==> src/rtl/mcpu_seq.sv <==
// -----------------------------------------------------------------------------
// mcpu_seq
//   Multi-cycle sequencer for the RV32I core. Owns the program counter, the
//   instruction register and the FETCH/DECODE/EXEC/MEM/WB state machine. It
//   drives per-state strobes into the datapath. The datapath decodes the ALU
//   and immediate controls from IR_out; this block only sequences.
//
//   The memory phase waits on a MIO_ready handshake and is bounded by a
//   wait-state timeout. Illegal opcodes, memory timeouts and misaligned
//   control-flow targets park the machine in a sticky FAULT state that only
//   rst leaves. instret counts retired instructions.
//
// Ports
//   clk          in   1     clock, rising edge
//   rst          in   1     synchronous active-high reset
//   inst_in      in   32    IMEM instruction word for the current PC_out
//   MIO_ready    in   1     memory completes the access this cycle
//   branch_taken in   1     branch comparison result, valid in EXEC
//   pc_target    in   XLEN  branch/JAL/JALR target, valid in EXEC and WB
//   PC_out       out  XLEN  program counter register
//   IR_out       out  32    instruction register
//   state_out    out  3     0 FETCH, 1 DECODE, 2 EXEC, 3 MEM, 4 WB, 7 FAULT
//   CPU_MIO      out  1     memory request, high throughout MEM
//   MemRW        out  1     1 = store; only ever high together with CPU_MIO
//   mdr_we       out  1     load data capture pulse (MEM cycle with MIO_ready)
//   RegWrite     out  1     register-file write enable (WB)
//   retire       out  1     instruction completes this cycle
//   instret      out  32    retired-instruction counter, wraps
//   fault        out  1     sticky fault flag (state FAULT)
//   fault_cause  out  2     01 illegal opcode, 10 memory timeout,
//                           11 misaligned control-flow target
// -----------------------------------------------------------------------------
module mcpu_seq #(
   parameter int unsigned       XLEN        = 32,
   parameter logic [XLEN-1:0]   RESET_PC    = {XLEN{1'b0}},
   parameter int unsigned       MEM_TIMEOUT = 16
) (
   input  logic            clk,
   input  logic            rst,
   input  logic [31:0]     inst_in,
   input  logic            MIO_ready,
   input  logic            branch_taken,
   input  logic [XLEN-1:0] pc_target,
   output logic [XLEN-1:0] PC_out,
   output logic [31:0]     IR_out,
   output logic [2:0]      state_out,
   output logic            CPU_MIO,
   output logic            MemRW,
   output logic            mdr_we,
   output logic            RegWrite,
   output logic            retire,
   output logic [31:0]     instret,
   output logic            fault,
   output logic [1:0]      fault_cause
);

   // Wait counter only has to reach MEM_TIMEOUT-1.
   localparam int unsigned CNT_W = (MEM_TIMEOUT > 1) ? $clog2(MEM_TIMEOUT) : 1;
   localparam logic [CNT_W-1:0] CNT_LAST = CNT_W'(MEM_TIMEOUT - 1);

   localparam logic [4:0] OP_OP     = 5'b01100;
   localparam logic [4:0] OP_IMM    = 5'b00100;
   localparam logic [4:0] OP_LOAD   = 5'b00000;
   localparam logic [4:0] OP_STORE  = 5'b01000;
   localparam logic [4:0] OP_BRANCH = 5'b11000;
   localparam logic [4:0] OP_JAL    = 5'b11011;
   localparam logic [4:0] OP_JALR   = 5'b11001;
   localparam logic [4:0] OP_LUI    = 5'b01101;
   localparam logic [4:0] OP_AUIPC  = 5'b00101;

   localparam logic [1:0] CAUSE_NONE    = 2'b00;
   localparam logic [1:0] CAUSE_ILLEGAL = 2'b01;
   localparam logic [1:0] CAUSE_TIMEOUT = 2'b10;
   localparam logic [1:0] CAUSE_MISALGN = 2'b11;

   typedef enum logic [2:0] {
      S_FETCH  = 3'd0,
      S_DECODE = 3'd1,
      S_EXEC   = 3'd2,
      S_MEM    = 3'd3,
      S_WB     = 3'd4,
      S_FAULT  = 3'd7
   } state_t;

   state_t           state;
   logic [XLEN-1:0]  pc;
   logic [31:0]      ir;
   logic [31:0]      icount;
   logic [CNT_W-1:0] wait_cnt;
   logic [1:0]       cause;

   logic [4:0]       opc;
   logic             is_load;
   logic             is_store;
   logic             is_branch;
   logic             is_jump;
   logic             legal;
   logic             tgt_misaligned;
   logic [XLEN-1:0]  pc_plus4;

   // Only the nine RV32I major opcodes this core implements are accepted, and
   // only with the 32-bit encoding marker in bits [1:0].
   function automatic logic op_legal(input logic [31:0] word);
      logic ok;
      case (word[6:2])
         OP_OP, OP_IMM, OP_LOAD, OP_STORE, OP_BRANCH,
         OP_JAL, OP_JALR, OP_LUI, OP_AUIPC: ok = 1'b1;
         default:                           ok = 1'b0;
      endcase
      return ok && (word[1:0] == 2'b11);
   endfunction

   assign opc            = ir[6:2];
   assign is_load        = (opc == OP_LOAD);
   assign is_store       = (opc == OP_STORE);
   assign is_branch      = (opc == OP_BRANCH);
   assign is_jump        = (opc == OP_JAL) || (opc == OP_JALR);
   assign legal          = op_legal(ir);
   assign tgt_misaligned = (pc_target[1:0] != 2'b00);
   assign pc_plus4       = pc + XLEN'(4);

   // Strobes are decoded from the current state (plus the same-cycle
   // handshake / target inputs) so they line up with the cycle they describe.
   // A misaligned jump in WB must neither write rd nor retire.
   always_comb begin
      CPU_MIO  = 1'b0;
      MemRW    = 1'b0;
      mdr_we   = 1'b0;
      RegWrite = 1'b0;
      retire   = 1'b0;
      case (state)
         S_EXEC: begin
            retire = is_branch && !(branch_taken && tgt_misaligned);
         end
         S_MEM: begin
            CPU_MIO = 1'b1;
            MemRW   = is_store;
            mdr_we  = is_load && MIO_ready;
            retire  = is_store && MIO_ready;
         end
         S_WB: begin
            RegWrite = !(is_jump && tgt_misaligned);
            retire   = !(is_jump && tgt_misaligned);
         end
         default: ;
      endcase
   end

   always_ff @(posedge clk) begin
      if (rst) begin
         state    <= S_FETCH;
         pc       <= RESET_PC;
         ir       <= 32'h0000_0013;
         icount   <= 32'd0;
         wait_cnt <= '0;
         cause    <= CAUSE_NONE;
      end else begin
         if (retire) begin
            icount <= icount + 32'd1;
         end

         case (state)
            S_FETCH: begin
               ir    <= inst_in;
               state <= S_DECODE;
            end

            S_DECODE: begin
               if (!legal) begin
                  cause <= CAUSE_ILLEGAL;
                  state <= S_FAULT;
               end else begin
                  state <= S_EXEC;
               end
            end

            S_EXEC: begin
               if (is_load || is_store) begin
                  wait_cnt <= '0;
                  state    <= S_MEM;
               end else if (is_branch) begin
                  if (branch_taken && tgt_misaligned) begin
                     cause <= CAUSE_MISALGN;
                     state <= S_FAULT;
                  end else begin
                     pc    <= branch_taken ? pc_target : pc_plus4;
                     state <= S_FETCH;
                  end
               end else begin
                  state <= S_WB;
               end
            end

            S_MEM: begin
               // A ready on the last allowed cycle still completes the access.
               if (MIO_ready) begin
                  if (is_store) begin
                     pc    <= pc_plus4;
                     state <= S_FETCH;
                  end else begin
                     state <= S_WB;
                  end
               end else if (wait_cnt == CNT_LAST) begin
                  cause <= CAUSE_TIMEOUT;
                  state <= S_FAULT;
               end else begin
                  wait_cnt <= wait_cnt + CNT_W'(1);
               end
            end

            S_WB: begin
               if (is_jump) begin
                  if (tgt_misaligned) begin
                     cause <= CAUSE_MISALGN;
                     state <= S_FAULT;
                  end else begin
                     pc    <= pc_target;
                     state <= S_FETCH;
                  end
               end else begin
                  pc    <= pc_plus4;
                  state <= S_FETCH;
               end
            end

            S_FAULT: begin
               state <= S_FAULT;
            end

            // Unused encodings are treated as a fault with no recorded cause.
            default: begin
               state <= S_FAULT;
            end
         endcase
      end
   end

   assign PC_out      = pc;
   assign IR_out      = ir;
   assign state_out   = state;
   assign instret     = icount;
   assign fault       = (state == S_FAULT);
   assign fault_cause = cause;

endmodule

==> config.mk <==
export PLATFORM = sky130hd
export DESIGN_NAME = mcpu_seq
export DESIGN_NICKNAME = d
export VERILOG_FILES = /design/src/rtl/mcpu_seq.sv
export SDC_FILE = /design/constraint.sdc
export NUM_CORES = 1
export LEC_CHECK = 0
export ABC_AREA = 1
export CAP_MARGIN = 10
export CORE_AREA = 5 5 114 116
export CTS_CLUSTER_SIZE = 16
export DETAILED_ROUTE_END_ITERATION = 10
export DIE_AREA = 0 0 119 121
export PLACE_DENSITY = 0.85
export REMOVE_ABC_BUFFERS = 1
export SETUP_SLACK_MARGIN = 0.2
export SLEW_MARGIN = 25
export SYNTH_ARGS = -nofsm -noshare
export SYNTH_HDL_FRONTEND = slang
export SYNTH_SLANG_ARGS = --single-unit
==> constraint.sdc <==
create_clock -name clk -period 5.2 [get_ports clk]
set_clock_uncertainty 0.1 [all_clocks]
set_input_delay 0.78 -clock clk [delete_from_list [all_inputs] [get_ports clk]]
set_output_delay 0.78 -clock clk [all_outputs]
set_load 0.03 [all_outputs]
==> results of run 1 <==
[power breakdown]
group,leakage [nW],switching [W],internal (W)
Sequential,0.867,0.000192,0.00101
Clock,0.136,0.000302,0.000385
Combinational,2.11,0.00102,0.000592
Total,3.11,0.00151,0.00199
[worst max path at each step]
stage | from | cells past startpoint | slack, ps | endpoint
after floorplan | branch_taken | 9 | 2020 | PC_out[17]$_SDFFE_PP0P_
after global placement | pc_target[1] | 7 | 1740 | retire
after detailed placement | pc_target[1] | 11 | 1700 | PC_out[18]$_SDFFE_PP0P_
after CTS | pc_target[1] | 7 | 1730 | retire
after global routing | pc_target[1] | 7 | 1590 | retire
final | pc_target[1] | 7 | 1740 | retire
[routing by layer]
layer / global-route usage [%] / part of all wire, % / vias up
li1: - / - / 3421
met1: 29.52 / 42 / 3013
met2: 40.06 / 46 / 256
met3: 8.159 / 10 / 32
met4: 8.834 / 2.2 / 0
met5: 0 / 0 / -
[layout make-up]
| cell class | count | area share, % |
|---|---|---|
| repair buffers | 176 | 21.90 |
| clock buffers | 13 | 3.119 |
| clock inverters | 2 | 0.4679 |
| flip-flops and latches | 106 | 26.45 |
| multi-input cells | 743 | 41.63 |
| well taps | 147 | 2.293 |
| inverters | 88 | 4.148 |
[kinds of logic after synthesis]
logic type,Yosys count,synth area share [%]
simple gates,577,39.91
fa+ha+maj,3,0.6293
flops,106,35.57
buf+inv,122,8.452
xor+xnor,16,2.349
compound gates,147,13.09
[metrics by stage]
step / instances / setup WS, ps
finish: 1275 / 1737
global route: 1275 / 1588
CTS: 1275 / 1734
detailed placement: 1260 / 1698
global placement: 1260 / 1740
floorplan: 937 / 2019
[worst register-to-register path, stage by stage (launching register included)]
cell and delay (ps):
dfxtp_1 450, inv_2 100, nand2_1 690, inv_1 720, or2_1 410, nand3_1 90, inv_1 60, a21oi_1 110
o21ai_1 70, o21ai_1 70
[registers in the layout, summed over array words and instances (netlist names), named ones only]
| signal | flops |
|---|---|
| PC_out | 32 |
| instret | 32 |
| state_out | 3 |
| wait_cnt | 4 |
| fault_cause | 2 |
| IR_out | 32 |
[cells in the final DEF (no fill, tap or decap), types with 3 or more instances in the layout]
master | Yosys | final
o21ai_1 | 7 | 7
clkbuf_1 | 13 | 3
o211ai_1 | 4 | 4
xor2_1 | 10 | 10
clkdlybuf4s50_1 | 0 | 174
o21ai_0 | 65 | 65
nand2_1 | 289 | 289
xnor2_1 | 6 | 6
inv_2 | 4 | 4
a21oi_1 | 52 | 52
nand4_1 | 12 | 12
a31oi_1 | 11 | 11
inv_1 | 84 | 83
nor2_2 | 3 | 3
nor3_1 | 24 | 24
nand3_1 | 61 | 61
nor3b_1 | 3 | 3
clkbuf_16 | 0 | 9
o21bai_1 | 6 | 6
ha_1 | 3 | 3
nor2_1 | 169 | 169
dfxtp_1 | 106 | 106
nand3b_1 | 6 | 6
==> metrics.csv, run 1 <==
stage;metric;value;unit
pwr;total power;0.003501;W
clocking;Longest Clk Path Bufs;2;
synth;sequential area share after synthesis;35.57;%
final_layout;fin nets;1195;
setup_path;most used cell, CP;nor2_1;
sta;fin crit period;3463;ps
floorplan;die height;121;um
synth;Post-synth EDFFs;0;
setup_path;Crit. End Element;output pin;
clocking;CTS Hold Bufs;0;
job;Max-cap violations;0;
global_routing;total gr overflow;0;
setup_path;Startpoint Class;input port;
floorplan;Cell Rows;40;
synth;most common cell in the synthesized netlist;nand2_1;
synth;Yosys reg bits;106;
place;DP Area;7735;um2
detailed_routing;DR vias;6722;
detailed_routing;antenna-violating nets left;0;
clocking;clk sinks;106;
setup_path;Slowest-stage cell, CP;clkdlybuf4s50_1;
pwr;Power Dens Cells;436.4;nW/um2
setup_path;WP data required;4320;ps
final_layout;design area;8023;um2
final_layout;fillers;1057;
run_status;status;finished, final reports clean;
synth;synthesized area;5966;um2
synth;Mapped Cells;971;
clocking;clock-pin slew on the worst setup and hold paths;60;ps
clocking;clk_lat worst skew;350;ps
clocking;CTS buffer count;9;
final_layout;# diodes;0;
final_layout;Final Util;67.92;%
sta;RSZ-0062 raised after global routing;no;
place;routability cong.;0.9483;
global_routing;Total Routing Usage GR;24.31;%
final_layout;area grow syn2layout;34.48;%
synth;most frequent cells after synthesis;289 x nand2_1, 169 x nor2_1, 106 x dfxtp_1;
pwr;worst vdd rail ir drop;0.3369;mV
sta;hold slack;350.2;ps
sta;relative slew slack;34.33;%
clocking;# Post-CTS Setup Buffers;0;
clocking;total number of H-tree levels;3;
detailed_routing;DRT iter0 DRCs;622;
min_path;class of the worst hold path;reg -> reg;
synth;Most used DFF post-synth;dfxtp_1;
place;IO buf count;174;
synth;share of the synthesized area in the top cell type;35.57;%
sta;Peak Freq;288.8;MHz
global_routing;vias in the first global route;6167;
detailed_routing;Routed WL;17850;um
detailed_routing;First-pass DRT Iterations;5;
floorplan;Initial Util;50.51;%
setup_path;worst-path cell chain;clkdlybuf4s50_1 > nor2_1 > nor2_1 > nor2_1 > nand2_1 > nand3_2 > clkdlybuf4s50_1;
global_routing;antenna violations before repair;0;
synth;Yosys warning count;0;
detailed_routing;wire per inst;14.00;um
synth;area leader, netlist;dfxtp_1;
floorplan;Die Wd;119;um
setup_path;Max stage delay on crit path;680;ps
setup_path;worst setup path class;in -> out;
final_layout;area of the multi-input gates;3339;um2
floorplan;Die ar.;14400;um2
synth;mean area per synthesized cell;6.144;um2
setup_path;r2r startpoint;state_out[2]$_SDFFE_PP0P_;
setup_path;Worst path top cell family by delay;buffers and inverters;
clocking;CTS resizes;0;
sta;fin crit share;66.60;%
clocking;clk root buf;clkbuf_16;
pwr;leakage power;3.108;nW
synth;share of flip-flops with an asynchronous set or reset;0;%
final_layout;Sequential cell area;2122;um2
sta;fin. max-slew vios;0;
final_layout;layout cell share with drive strength beyond 1;2.482;%
synth;Synth cell types;34;
min_path;Hold Path End;PC_out[0]$_SDFFE_PP0P_;
setup_path;R2R depth;9;
min_path;Hold Path Stages;2;
sta;worst slew pin tran;984.0;ps
sta;final setup fails;0;
detailed_routing;Vias/cell;5.272;
global_routing;largest net degree at the start of global routing;93;
place;dpl hpwl;12980;um
setup_path;CP Buf/Inv Count;2;
global_routing;first-pass GRT wire length;29230;um
clocking;CTS tree;done;
floorplan;Ports;175;
sta;Hold Violations, Final;0;
synth;Synth area leaders;dfxtp_1 36%, nand2_1 18%, nor2_1 11%;
min_path;hold wc startpoint;PC_out[0]$_SDFFE_PP0P_;
floorplan;Core ar.;11810;um2
setup_path;critical path peak fanout;4;
setup_path;setup slack, reg-to-reg;2260;ps
sta;total negative slack;0;ps
setup_path;Worst Path Arrival;2580;ps
detailed_routing;DRC;0;
Note: power is estimated with default switching activity, not from simulation.
==> run 2, diff against run 1 <==
--- a/config.mk
+++ b/config.mk
@@ -7,11 +7,11 @@
 export LEC_CHECK = 0
 export ABC_AREA = 1
 export CAP_MARGIN = 10
-export CORE_AREA = 5 5 114 116
+export CORE_AREA = 5 5 124 126
 export CTS_CLUSTER_SIZE = 16
 export DETAILED_ROUTE_END_ITERATION = 10
-export DIE_AREA = 0 0 119 121
-export PLACE_DENSITY = 0.85
+export DIE_AREA = 0 0 129 131
+export PLACE_DENSITY = 0.76
 export REMOVE_ABC_BUFFERS = 1
 export SETUP_SLACK_MARGIN = 0.2
 export SLEW_MARGIN = 25
==> constraint.sdc (replaced) <==
create_clock -name clk -period 3.08 [get_ports clk]
set_clock_uncertainty 0.1 [all_clocks]
set_input_delay 0.462 -clock clk [delete_from_list [all_inputs] [get_ports clk]]
set_output_delay 0.462 -clock clk [all_outputs]
set_load 0.03 [all_outputs]
==> metrics.csv, run 2 (synthesis gave the netlist of run 1 again) <==
stage;metric;value;unit
final_layout;Final Util;57.74;%
run_status;status;finished, final reports clean;
final_layout;layout cell share with drive strength beyond 1;3.518;%
setup_path;Slowest-stage cell, CP;clkdlybuf4s50_1;
final_layout;area grow syn2layout;37.48;%
pwr;sw frac;42.63;%
pwr;Switch Pwr;0.002588;W
pwr;Power Dens Cells;740.4;nW/um2
clocking;CTS Hold Bufs;0;
setup_path;worst-path cell chain;nand3_2 > nor4_1 > clkdlybuf4s50_1;
pwr;Clock power frac;21.2;%
sta;total negative slack;0;ps
floorplan;Core ar.;14200;um2
final_layout;commonest non-fill, non-tap cell in the layout;nand2_1;
pwr;Combinational Power Share;45.5;%
floorplan;Die Wd;129;um
global_routing;antenna violations before repair;0;
detailed_routing;Routed WL;18380;um
global_routing;total gr overflow;0;
detailed_routing;First-pass DRT Iterations;5;
sta;relative slew slack;60.03;%
sta;fin crit period;2661;ps
sta;Peak Freq;375.8;MHz
floorplan;die height;131;um
clocking;CTS resizes;0;
detailed_routing;DR vias;6712;
detailed_routing;wire per inst;13.91;um
place;routability cong.;0.9152;
clocking;CTS buffer count;9;
job;Max-cap violations;0;
pwr;Int Pwr;0.003484;W
detailed_routing;DRC;0;
floorplan;Ports;175;
place;dpl hpwl;13850;um
place;IO buf count;174;
setup_path;Worst path top cell family by delay;buffers and inverters;
clocking;clk sinks;106;
detailed_routing;antenna-violating nets left;0;
final_layout;commonest non-fill, non-tap cells in the layout;289 x nand2_1, 173 x clkdlybuf4s50_1, 169 x nor2_1;
global_routing;vias in the first global route;6116;
sta;fin. max-slew vios;0;
setup_path;Startpoint Class;register;
detailed_routing;Vias/cell;5.081;
sta;Hold Violations, Final;0;
floorplan;Die ar.;16900;um2
clocking;CTS tree;done;
pwr;worst vdd rail ir drop;0.5879;mV
setup_path;Crit. End Element;output pin;
setup_path;CP Buf/Inv Count;1;
floorplan;Initial Util;42.00;%
setup_path;Max stage delay on crit path;730;ps
pwr;leakage power;3.196;nW
setup_path;WP data required;2520;ps
final_layout;# diodes;0;
sta;final setup fails;0;
floorplan;Cell Rows;44;
setup_path;Worst Path Arrival;2100;ps
setup_path;worst setup path class;reg -> out;
final_layout;fin nets;1203;
detailed_routing;DRT iter0 DRCs;461;
sta;worst slew pin tran;598.1;ps
clocking;total number of H-tree levels;3;
sta;fin crit share;86.39;%
clocking;clk root buf;clkbuf_16;
clocking;clk_lat worst skew;360;ps
global_routing;largest net degree at the start of global routing;93;
setup_path;critical path peak fanout;8;
clocking;Longest Clk Path Bufs;2;
sta;RSZ-0062 raised after global routing;no;
min_path;class of the worst hold path;reg -> reg;
clocking;clock-pin slew on the worst setup and hold paths;70;ps
global_routing;Total Routing Usage GR;21.83;%
clocking;# Post-CTS Setup Buffers;0;
global_routing;first-pass GRT wire length;29700;um
pwr;part of the power in registers;33.3;%
run 2: area by class of cell:
type / instances / area (um2)
tap: 184 / 230.2
fill: 1404 / 6002
timing repair buffer: 184 / 1844
multi-input combinational: 743 / 3347
clock inverter: 6 / 88.84
inverter: 88 / 330.3
sequential: 106 / 2122
clock buffer: 10 / 239.0
run 2: worst register-to-register path, stage by stage (launching register included):
cell and delay, ps:
dfxtp_1 460, nand3_2 220, nand2_1 190, nor2_1 90, nor2_4 470, inv_2 400
nand2_1 160, nand3_1 80, o211ai_1 100, inv_1 60
run 2: metrics by stage:
stage          hold slack [ps]  std cells  cell area (um2)  total power, W  setup WS [ps]
2_1_floorplan            352.2        937             5792        0.003647          80.21
3_3_place_gp             334.0       1305             7871        0.004796          264.7
3_5_place_dp             331.7       1305             7871        0.004817          266.8
4_1_cts                  352.9       1321             8199        0.006116          261.8
5_1_grt                  375.3       1321             8202        0.006484          297.5
6_report                 351.4       1321             8202        0.006073          419.3
run 2: power groups by stage:
stage / combinational, W / clock [W] / sequential, W
2_1_floorplan: 0.00102 / 0 / 0.00262
3_3_place_gp: 0.00276 / 0 / 0.00204
3_5_place_dp: 0.00277 / 0 / 0.00205
4_1_cts: 0.00279 / 0.00131 / 0.00202
5_1_grt: 0.00303 / 0.00138 / 0.00207
6_report: 0.00276 / 0.00129 / 0.00202
run 2: layer usage:
metal | wire length (um) | vias up | GRT usage, %
met5 | 0 | - | 0
met4 | 240 | 0 | 5.621
met3 | 2098 | 20 | 8.780
met2 | 8172 | 242 | 35.09
met1 | 7867 | 3009 | 27.39
li1 | - | 3441 | -
run 2: path summary, 6_finish.rpt:
kind,startpoint,cells past startpoint,slack (ps),to
max,state_out[1]$_SDFFE_PP0P_,3,420,mdr_we
max reg2reg,state_out[1]$_SDFFE_PP0P_,9,640,PC_out[15]$_SDFFE_PP0P_
min reg2reg,PC_out[1]$_SDFFE_PP0P_,2,350,PC_out[1]$_SDFFE_PP0P_
min,PC_out[1]$_SDFFE_PP0P_,2,350,PC_out[1]$_SDFFE_PP0P_
